### config.mk
export PLATFORM = sky130hd
export DESIGN_NAME = block_map_arbiter_flat
export DESIGN_NICKNAME = d
export VERILOG_FILES = /design/src/rtl/block_map_arbiter_if.sv /design/src/rtl/block_map_arbiter.sv /design/src/flat_wrapper.sv
export SDC_FILE = /design/constraint.sdc
export NUM_CORES = 1
export LEC_CHECK = 0
export CORE_MARGIN = 3
export CORE_UTILIZATION = 44
export CTS_BUF_LIST = sky130_fd_sc_hd__clkbuf_8
export DETAILED_ROUTE_END_ITERATION = 10
export PLACE_DENSITY = 0.79
export SYNTH_ARGS = -nofsm -noshare
export SYNTH_HDL_FRONTEND = slang
export SYNTH_SLANG_ARGS = --single-unit
### constraint.sdc
create_clock -name sys_clk -period 5.4 [get_ports sys_clk]
set_clock_uncertainty 0.1 [all_clocks]
set_input_delay 1.08 -clock sys_clk [delete_from_list [all_inputs] [get_ports sys_clk]]
set_output_delay 1.08 -clock sys_clk [all_outputs]
set_load 0.02 [all_outputs]
### src/rtl/block_map_arbiter_if.sv
// ---------------------------------------------------------------------------
// block_map_arbiter_if
//   Groups every signal that connects the collision-map read arbiter to its
//   neighbours: the requesters (movement/physics blocks) on one side and the
//   single-read-port blocking RAM on the other.
//
//   Parameters
//     N       number of requesters
//     ADDR_W  blocking RAM address width
//
//   Signals
//     req       [N]      per-requester read request (level, held until gnt)
//     req_x     [10*N]   x coordinate, requester i at bits [10i+9:10i]
//     req_y     [10*N]   y coordinate, same packing
//     gnt       [N]      one-cycle grant pulse, one-hot or zero
//     rvalid    [N]      one-cycle result-valid pulse per requester
//     rdata     [N]      block flag per requester, holds last returned value
//     ram_en             read enable to the blocking RAM
//     ram_addr  [ADDR_W] read address to the blocking RAM
//     ram_dout           blocking RAM read data
//     busy               high while any read is in flight or pending
//
//   Modports
//     master  requester/RAM side: drives requests and RAM data
//     slave   arbiter side: drives grants, results and the RAM read port
// ---------------------------------------------------------------------------
interface block_map_arbiter_if #(
  parameter int N      = 4,
  parameter int ADDR_W = 20
) ();

  logic [N-1:0]      req;
  logic [10*N-1:0]   req_x;
  logic [10*N-1:0]   req_y;
  logic [N-1:0]      gnt;
  logic [N-1:0]      rvalid;
  logic [N-1:0]      rdata;
  logic              ram_en;
  logic [ADDR_W-1:0] ram_addr;
  logic              ram_dout;
  logic              busy;

  modport master (
    output req, req_x, req_y, ram_dout,
    input  gnt, rvalid, rdata, ram_en, ram_addr, busy
  );

  modport slave (
    input  req, req_x, req_y, ram_dout,
    output gnt, rvalid, rdata, ram_en, ram_addr, busy
  );

endinterface

### src/rtl/block_map_arbiter.sv
// ---------------------------------------------------------------------------
// block_map_arbiter
//   Shares the single-read-port blocking (collision) RAM among N movers.
//   Each cycle at most one eligible requester is granted in round-robin
//   order; its map coordinates are turned into a linear RAM address
//   (x + y*MAP_W) and launched on the RAM read port. The requester index
//   travels alongside the read through an RD_LAT-deep pipeline, and the
//   returned block flag is delivered to that requester with a one-cycle
//   rvalid pulse. Each requester has at most one read outstanding.
//
//   Parameters
//     N       number of requesters (2..8)
//     MAP_W   map width in pixels, RAM row pitch
//     MAP_H   map height in pixels
//     ADDR_W  RAM address width
//     RD_LAT  edges from the edge launching ram_addr to the edge that
//             samples ram_dout (1..4)
//
//   Ports
//     sys_clk  system clock
//     RST_N    asynchronous active-low reset
//     arb_bus  block_map_arbiter_if.slave (requests, grants, results,
//              RAM read port, busy)
//
//   Build option
//     BLKARB_OOB_SOLID_EN  when defined, coordinates with x>=MAP_W or
//       y>=MAP_H are out of bounds: they are granted and timed normally but
//       no RAM read is issued (ram_en=0) and the result is 1 (solid).
//       When undefined, coordinates are clamped to the map edge and the RAM
//       is read normally.
// ---------------------------------------------------------------------------
module block_map_arbiter #(
  parameter int N      = 4,
  parameter int MAP_W  = 960,
  parameter int MAP_H  = 500,
  parameter int ADDR_W = 20,
  parameter int RD_LAT = 2
) (
  input  logic               sys_clk,
  input  logic               RST_N,
  block_map_arbiter_if.slave arb_bus
);

  localparam int IDX_W = $clog2(N);
  localparam int LAST  = RD_LAT - 1;

  typedef logic [IDX_W-1:0] idx_t;

  // Output / control state
  logic [N-1:0]      gnt_q,      gnt_d;
  logic [N-1:0]      rvalid_q,   rvalid_d;
  logic [N-1:0]      rdata_q,    rdata_d;
  logic [N-1:0]      pending_q,  pending_d;
  logic              ram_en_q,   ram_en_d;
  logic [ADDR_W-1:0] ram_addr_q, ram_addr_d;
  idx_t              ptr_q,      ptr_d;

  // Read-return pipeline: stage s holds the slot launched s+1 edges earlier
  logic              vld_p_q [RD_LAT];
  logic              vld_p_d [RD_LAT];
  idx_t              idx_p_q [RD_LAT];
  idx_t              idx_p_d [RD_LAT];
  logic              oob_p_q [RD_LAT];
  logic              oob_p_d [RD_LAT];

  // Arbitration results for the current edge
  logic [N-1:0]      elig;
  logic              win_found;
  idx_t              win_idx;
  logic [9:0]        win_x;
  logic [9:0]        win_y;
  logic              win_oob;
  logic [ADDR_W-1:0] win_addr;

  // Linear RAM address; all terms are zero-extended and wrap in ADDR_W bits.
  function automatic logic [ADDR_W-1:0] lin_addr(input logic [9:0] x,
                                                 input logic [9:0] y);
    return ADDR_W'(x) + ADDR_W'(y) * ADDR_W'(MAP_W);
  endfunction

  // Clamp a coordinate to the last valid pixel of its axis.
  function automatic logic [9:0] clamp_coord(input logic [9:0] v,
                                             input int         lim);
    return (int'(v) >= lim) ? 10'(lim - 1) : v;
  endfunction

  // A requester that already has a read in flight is never re-granted,
  // even if the result returns at this very edge.
  assign elig = arb_bus.req & ~pending_q;

  // Round-robin pick: first eligible index after the last winner.
  always_comb begin
    int cand;
    cand      = 0;
    win_found = 1'b0;
    win_idx   = '0;
    for (int off = 1; off <= N; off++) begin
      cand = (int'(ptr_q) + off) % N;
      if (!win_found && elig[idx_t'(cand)]) begin
        win_found = 1'b1;
        win_idx   = idx_t'(cand);
      end
    end
  end

  // Coordinates of the winner, selected with constant slices.
  always_comb begin
    win_x = '0;
    win_y = '0;
    for (int i = 0; i < N; i++) begin
      if (win_idx == idx_t'(i)) begin
        win_x = arb_bus.req_x[10*i +: 10];
        win_y = arb_bus.req_y[10*i +: 10];
      end
    end
  end

`ifdef BLKARB_OOB_SOLID_EN
  // Out-of-map lookups never touch the RAM and always read back as solid.
  assign win_oob  = (int'(win_x) >= MAP_W) || (int'(win_y) >= MAP_H);
  assign win_addr = lin_addr(win_x, win_y);
`else
  // Out-of-map lookups are pulled onto the map edge and read normally.
  assign win_oob  = 1'b0;
  assign win_addr = lin_addr(clamp_coord(win_x, MAP_W),
                             clamp_coord(win_y, MAP_H));
`endif

  // Next-state logic for grant, launch, pipeline and result registers.
  always_comb begin
    gnt_d      = '0;
    rvalid_d   = '0;
    rdata_d    = rdata_q;
    pending_d  = pending_q;
    ram_en_d   = 1'b0;
    ram_addr_d = ram_addr_q;
    ptr_d      = ptr_q;

    // Stage 0: slot launched at this edge
    vld_p_d[0] = win_found;
    idx_p_d[0] = win_idx;
    oob_p_d[0] = win_oob;
    // Stages 1..RD_LAT-1: slot rides along with the RAM read latency
    for (int s = 1; s < RD_LAT; s++) begin
      vld_p_d[s] = vld_p_q[s-1];
      idx_p_d[s] = idx_p_q[s-1];
      oob_p_d[s] = oob_p_q[s-1];
    end

    // Result stage: RAM data for the oldest slot is valid at this edge
    if (vld_p_q[LAST]) begin
      rvalid_d[idx_p_q[LAST]]  = 1'b1;
      rdata_d[idx_p_q[LAST]]   = oob_p_q[LAST] ? 1'b1 : arb_bus.ram_dout;
      pending_d[idx_p_q[LAST]] = 1'b0;
    end

    // Launch: the winner cannot be the returning requester (it was pending)
    if (win_found) begin
      gnt_d[win_idx]     = 1'b1;
      ram_en_d           = ~win_oob;
      ram_addr_d         = win_addr;
      ptr_d              = win_idx;
      pending_d[win_idx] = 1'b1;
    end
  end

  always_ff @(posedge sys_clk or negedge RST_N) begin
    if (!RST_N) begin
      gnt_q      <= '0;
      rvalid_q   <= '0;
      rdata_q    <= '0;
      pending_q  <= '0;
      ram_en_q   <= 1'b0;
      ram_addr_q <= '0;
      // Pointer at N-1 so requester 0 has first priority after reset.
      ptr_q      <= idx_t'(N - 1);
      for (int s = 0; s < RD_LAT; s++) begin
        vld_p_q[s] <= 1'b0;
        idx_p_q[s] <= '0;
        oob_p_q[s] <= 1'b0;
      end
    end else begin
      gnt_q      <= gnt_d;
      rvalid_q   <= rvalid_d;
      rdata_q    <= rdata_d;
      pending_q  <= pending_d;
      ram_en_q   <= ram_en_d;
      ram_addr_q <= ram_addr_d;
      ptr_q      <= ptr_d;
      for (int s = 0; s < RD_LAT; s++) begin
        vld_p_q[s] <= vld_p_d[s];
        idx_p_q[s] <= idx_p_d[s];
        oob_p_q[s] <= oob_p_d[s];
      end
    end
  end

  assign arb_bus.gnt      = gnt_q;
  assign arb_bus.rvalid   = rvalid_q;
  assign arb_bus.rdata    = rdata_q;
  assign arb_bus.ram_en   = ram_en_q;
  assign arb_bus.ram_addr = ram_addr_q;
  assign arb_bus.busy     = (|pending_q) | (|gnt_q) | ram_en_q;

endmodule

### src/flat_wrapper.sv
// flat-port wrapper written by rule: the top's interface ports become plain ports
module block_map_arbiter_flat 
#(
  parameter int N      = 4,
  parameter int MAP_W  = 960,
  parameter int MAP_H  = 500,
  parameter int ADDR_W = 20,
  parameter int RD_LAT = 2
)
  (sys_clk, RST_N, arb_bus_req, arb_bus_req_x, arb_bus_req_y, arb_bus_ram_dout, arb_bus_gnt, arb_bus_rvalid, arb_bus_rdata, arb_bus_ram_en, arb_bus_ram_addr, arb_bus_busy);
  block_map_arbiter_if #(.N(N), .ADDR_W(ADDR_W)) arb_bus_i ();
  input  logic sys_clk;
  input  logic RST_N;
  input wire logic [$bits(arb_bus_i.req)-1:0] arb_bus_req;
  input wire logic [$bits(arb_bus_i.req_x)-1:0] arb_bus_req_x;
  input wire logic [$bits(arb_bus_i.req_y)-1:0] arb_bus_req_y;
  input wire logic [$bits(arb_bus_i.ram_dout)-1:0] arb_bus_ram_dout;
  output wire logic [$bits(arb_bus_i.gnt)-1:0] arb_bus_gnt;
  output wire logic [$bits(arb_bus_i.rvalid)-1:0] arb_bus_rvalid;
  output wire logic [$bits(arb_bus_i.rdata)-1:0] arb_bus_rdata;
  output wire logic [$bits(arb_bus_i.ram_en)-1:0] arb_bus_ram_en;
  output wire logic [$bits(arb_bus_i.ram_addr)-1:0] arb_bus_ram_addr;
  output wire logic [$bits(arb_bus_i.busy)-1:0] arb_bus_busy;
  assign arb_bus_i.req = arb_bus_req;
  assign arb_bus_i.req_x = arb_bus_req_x;
  assign arb_bus_i.req_y = arb_bus_req_y;
  assign arb_bus_i.ram_dout = arb_bus_ram_dout;
  assign arb_bus_gnt = arb_bus_i.gnt;
  assign arb_bus_rvalid = arb_bus_i.rvalid;
  assign arb_bus_rdata = arb_bus_i.rdata;
  assign arb_bus_ram_en = arb_bus_i.ram_en;
  assign arb_bus_ram_addr = arb_bus_i.ram_addr;
  assign arb_bus_busy = arb_bus_i.busy;
  block_map_arbiter #(.N(N), .MAP_W(MAP_W), .MAP_H(MAP_H), .ADDR_W(ADDR_W), .RD_LAT(RD_LAT)) u_core (.sys_clk(sys_clk), .RST_N(RST_N), .arb_bus(arb_bus_i));
endmodule
==> results_dict.tcl, run 1 <==
set metrics [dict create \
    grt_max_degree 45 \
    synth_cell_type_count 73 \
    cp-end-kind "register" \
    synth_cells 463 \
    numCtsBuffers 5 \
    fmax_ghz 0.170 \
    grt_util_met2_pct 45.0 \
    tightest_slew_ns 0.958 \
    core_area_sq_mm 0.00872 \
    setup_violations 8 \
    cts_tree "built" \
    clock-root-buffer "clkbuf_8" \
    via_count 4282 \
    start_util_pct 45.5 \
    track_usage_pct 24.2 \
    clock-sinks 44 \
    clock_latency_ns 0.30 \
    syn_area_per_cell_sq_um 8.56 \
    utilization_pct 73.9 \
    grt_use_met3_pct 4.78 \
    area_delta_synth_final_pct 62.5 \
    drtPass1Iterations 5 \
    most-common-layout-cells "clkdlybuf4s50_1, buf_4, nand2_1" \
    dpl.hpwl_microns 9620 \
    period_share_pct 109 \
    drv_cap 0 \
    detail_route.vias_per_cell 5.46 \
    min_path_type "register to register" \
    min_period_ns 5.89 \
    synth_ff_type "dfrtp_1" \
    syn-cell-area_sq_mm 0.00397 \
    die_w_microns 101 \
    slew_headroom_pct 36.2 \
    rsz0062_at_grt "true" \
    slew_violations 0 \
    place_ws_ns -1.38 \
    hold_buffers 0 \
    grt_first_pass_wirelength_microns 20100 \
    drive_gt1_share_pct 26.9 \
    ios 121 \
    cp.arrival_ns 5.98 \
    clkTransAtPathRegs_ns 0.08 \
    dp_cells 762 \
    gp_congestion 0.921 \
    htree_num_levels 2 \
    portBuffers 120 \
    grtUsageMet1_pct 28.4 \
    die-area_sq_mm 0.0102 \
    synth-seq-area-share_pct 27.8 \
    final_cells 784 \
    critPathLaunchType "input port" \
    hold_viol 0 \
    die_y_microns 101 \
    cts_buffer_depth 2 \
    antenna_found_initial 0 \
    status "complete, but fails checks" \
    busiest_layer "met2" \
    diodes 0 \
    grt.overflow.total 0 \
    worst-setup-path-type "input port to register" \
    rows 34 \
    routedWlPerCell_microns 16.5 \
    required_ns 5.49 \
    routed_wl_microns 12900 \
    crit_fanout 3 \
    hold_ws_ns 0.253 \
    synth.ff_latch_count 44 \
    drtIter0Drc 166 \
    violations "setup timing" \
    grt_pass1_vias 4491 \
    drtAntennaViolNets 0 \
    synth-edff-count 0 \
    final.setup.worst_slack_ns -0.493 \
    final_common_cell "clkdlybuf4s50_1" \
    async_flop_share_pct 100 \
    ys_warn_count 0 \
    drcViolationCount 0 \
    nNetsFinal 798 \
    fillers 608 \
]
[flip-flops by register name, indices dropped and copies added (netlist names)]
signal	count
u_core.pending_q	4
u_core.ptr_q	2
u_core.vld_p_q	1
u_core.arb_bus.ram_en	1
u_core.arb_bus.rdata	4
u_core.idx_p_q	2
u_core.idx_p_d	2
u_core.arb_bus.ram_addr	20
u_core.arb_bus.gnt	4
u_core.arb_bus.rvalid	4
[stage by stage]
step,area (sq um),setup TNS [ns]
CTS,6280,-2.87
finish,6440,-2.37
floorplan,4060,-1.52
detailed placement,5960,-10.83
global placement,5960,-9.17
global route,6440,-4.45
[cells by family (layout without fill, tap and decap cells)]
logic type      after synthesis  count (layout)  synth area share (%)
flops                        44              44                  27.8
compound gates               97              97                  18.2
mux                          23              23                  6.00
buf+inv                      58             270                  6.09
simple gates                188             188                  23.6
other cells                   2               3                 0.189
fa+ha+maj                    36              36                  14.6
xor+xnor                     15              15                  3.50
[Yosys cell counts (7+ instances only)]
| library cell | number | share of area [%] |
|---|---|---|
| nand2_1 | 72 | 6.8 |
| nor2_1 | 44 | 4.2 |
| dfrtp_1 | 42 | 27 |
| inv_1 | 40 | 3.8 |
| ha_1 | 19 | 6.0 |
| fa_1 | 17 | 8.6 |
| mux2i_1 | 17 | 4.3 |
| a21oi_1 | 14 | 1.8 |
| o21ai_0 | 13 | 1.6 |
| nand3_1 | 12 | 1.5 |
| a31oi_1 | 10 | 1.6 |
| buf_2 | 10 | 1.3 |
| xnor2_1 | 10 | 2.2 |
| a21o_1 | 8 | 1.5 |
| nor2b_1 | 8 | 1.3 |
| a21boi_0 | 7 | 1.3 |
| nand2b_1 | 7 | 1.1 |
| nand4_1 | 7 | 1.1 |
[worst paths after layout]
path / endpoint / slack (ns) / cells after the start / startpoint
setup / recovery: u_core.arb_bus.ram_addr[19] / -0.49 / 22 / arb_bus_req[2]
hold / removal: u_core.idx_p_q[0] / 0.25 / 0 / u_core.idx_p_d[0]
setup reg to reg: u_core.arb_bus.ram_addr[19] / -0.15 / 21 / u_core.pending_q[1]
hold reg to reg: u_core.idx_p_q[0] / 0.25 / 0 / u_core.idx_p_d[0]
max in group asynchronous: u_core.arb_bus.ram_addr[3] / 3.77 / 1 / RST_N
min in group asynchronous: u_core.arb_bus.rvalid[0] / 0.82 / 1 / RST_N
[worst max-delay path, stage by stage]
cell and delay (ns):
dlygate4sd2_1 0.24, nand2b_1 0.17, and2_4 0.20, o211ai_1 0.11
buf_4 0.16, a2111oi_4 0.36, a41oi_2 0.07, o31ai_2 0.31
a211o_1 0.20, fa_1 0.44, fa_1 0.54, inv_2 0.04
fa_1 0.49, inv_2 0.05, ha_4 0.26, o21ai_2 0.07
o21bai_2 0.14, nor4bb_4 0.28, nand2_2 0.13, nor4b_4 0.32
and4_4 0.27, o31ai_2 0.06
[routing by layer]
metal  wire length [microns]  part of all wire [%]  up-vias
li1                        -                     -     2035
met1                    5020                    39     2067
met2                    6780                    52      145
met3                     823                   6.4       35
met4                     293                   2.3        0
met5                       0                     0        -
[repair_timing]
item | 4_1_cts | 5_1_grt
pin swaps | 25 | 22
resized for setup | 45 | 28
endpoints found under the setup margin | 11 | 11
setup buffers | 13 | 2
[area by class of cell]
type	count	area (sq um)	area share [%]
clock buffers	5	68.8	1.07
repair buffers	221	1990	30.9
well taps	108	135	2.10
multi-input cells	362	2980	46.2
clock inverters	3	16.3	0.252
flip-flops and latches	44	1100	17.1
inverters	41	156	2.43
Power of run 1 is left out: the tool's default activity adds up to more than one toggle a clock period on the data nets, which glitch-free logic cannot reach.
==> run 2, diff against run 1 <==
Settings changed: CTS_BUF_LIST sky130_fd_sc_hd__clkbuf_8 to sky130_fd_sc_hd__clkbuf_2.
==> run 2 against run 1 <==
The flow still finishes with violations (setup timing). Register-to-register slack lost 0.07 ns. Via count shrank 1.3%. Flip-flop and latch count stayed put. Final cell count grew 0.26%. Global-route usage is the same. Worst setup slack better by 0.087 ns. Critical path type unchanged. Critical endpoint unchanged. Highest routed layer unchanged.
==> results_dict.tcl, run 2 (synthesis gave the netlist of run 1 again) <==
set metrics [dict create \
    detail_route.vias_per_cell 5.38 \
    routedWlPerCell_microns 16.2 \
    largest_reg_flops 20 \
    worst-setup-path-type "input port to register" \
    critPathLaunchType "input port" \
    slew_headroom_pct 35.1 \
    r2r_start "u_core.pending_q[1]" \
    final.setup.worst_slack_ns -0.406 \
    clock_latency_ns 0.41 \
    via_count 4226 \
    fin_tns_setup_ns -1.66 \
    die-area_sq_mm 0.0102 \
    core_area_sq_mm 0.00872 \
    cts_tree "built" \
    portBuffers 120 \
    gp_congestion 0.921 \
    hold_viol 0 \
    drcViolationCount 0 \
    drv_cap 0 \
    diodes 0 \
    htree_num_levels 2 \
    antenna_found_initial 0 \
    final_common_cell "clkdlybuf4s50_1" \
    die_w_microns 101 \
    min_period_ns 5.81 \
    place_area_sq_mm 0.00596 \
    grt.overflow.total 0 \
    grt_first_pass_wirelength_microns 20100 \
    slew_violations 0 \
    track_usage_pct 24.2 \
    dpl.hpwl_microns 9620 \
    drtAntennaViolNets 0 \
    tightest_slew_ns 0.974 \
    fmax_ghz 0.172 \
    start_util_pct 45.5 \
    grt_max_degree 45 \
    required_ns 5.65 \
    cts_buffer_depth 2 \
    rsz0062_at_grt "true" \
    crit_start "arb_bus_req[1]" \
    drive_gt1_share_pct 26.5 \
    grt_pass1_vias 4467 \
    nNetsFinal 800 \
    fin_area_sq_mm 0.00638 \
    numCtsBuffers 5 \
    violations "setup timing" \
    min_path_type "register to register" \
    fillers 633 \
    cp-end-kind "register" \
    ios 121 \
    clkTransAtPathRegs_ns 0.22 \
    most-common-layout-cells "clkdlybuf4s50_1, buf_4, nand2_1" \
    drtPass1Iterations 4 \
    period_share_pct 108 \
    reg2reg_slack_ns -0.22 \
    drtIter0Drc 151 \
    die_y_microns 101 \
    place_ws_ns -1.38 \
    crit_fanout 6 \
    setup_violations 6 \
    routed_wl_microns 12700 \
    clock-root-buffer "clkbuf_2" \
    status "complete, but fails checks" \
    min_from "u_core.idx_p_d[0]" \
    area_delta_synth_final_pct 61.0 \
    rows 34 \
    clock-sinks 44 \
    cp.arrival_ns 6.05 \
]
-- run 2: worst max-delay path, stage by stage --
cell and delay (ns):
buf_8 0.08, nor3b_4 0.30, o221ai_4 0.16, nand2_4 0.13
inv_4 0.06, mux2i_1 0.13, o31a_1 0.35, or3_4 0.38
o2111a_2 0.21, fa_1 0.49, inv_1 0.06, fa_1 0.52
inv_1 0.05, ha_1 0.29, a211o_1 0.31, a31oi_2 0.22
a21oi_1 0.13, a311o_1 0.41, a31o_1 0.30, and4_4 0.21
o31ai_2 0.17
-- run 2: worst paths after layout --
check,cells after the start,endpoint
setup reg to reg,20,u_core.arb_bus.ram_addr[19]
max in group asynchronous,1,u_core.arb_bus.ram_addr[8]
hold / removal,0,u_core.idx_p_q[0]
hold reg to reg,0,u_core.idx_p_q[0]
setup / recovery,21,u_core.arb_bus.ram_addr[19]
min in group asynchronous,1,u_core.arb_bus.rvalid[0]
-- run 2: cell type report --
class / count / area (sq um) / share of cell area, %
Sequential cell: 44 / 1100 / 17.3
Inverter: 41 / 156 / 2.45
Timing Repair Buffer: 223 / 2000 / 31.4
Tap cell: 108 / 135 / 2.12
Multi-Input combinational cell: 362 / 2940 / 46.1
Clock inverter: 2 / 12.5 / 0.196
Clock buffer: 6 / 30.0 / 0.470
-- run 2: timing repair --
action | CTS | global route
endpoints found under the setup margin | 10 | 10
hold buffers | 0 | 0
pin swaps | 22 | 18
setup buffers | 13 | 3
resized for setup | 43 | 23
-- run 2: per-stage QoR --
stage          util (%)  hold slack (ns)  instances
6_report           73.2            0.281        786
5_1_grt            73.2            0.303        786
4_1_cts            71.4            0.283        783
3_5_place_dp       68.4            0.239        762
3_3_place_gp       68.4            0.232        762
2_1_floorplan         -            0.231        464
-- run 2: metal layers --
layer	track usage (%)	wire length, microns	up-vias
met2	45.3	6800	130
met4	5.62	202	0
met5	0	0	-
met3	4.22	721	22
met1	28.7	4990	2035
li1	-	-	2039
Power of run 2 is left out for the same reason.
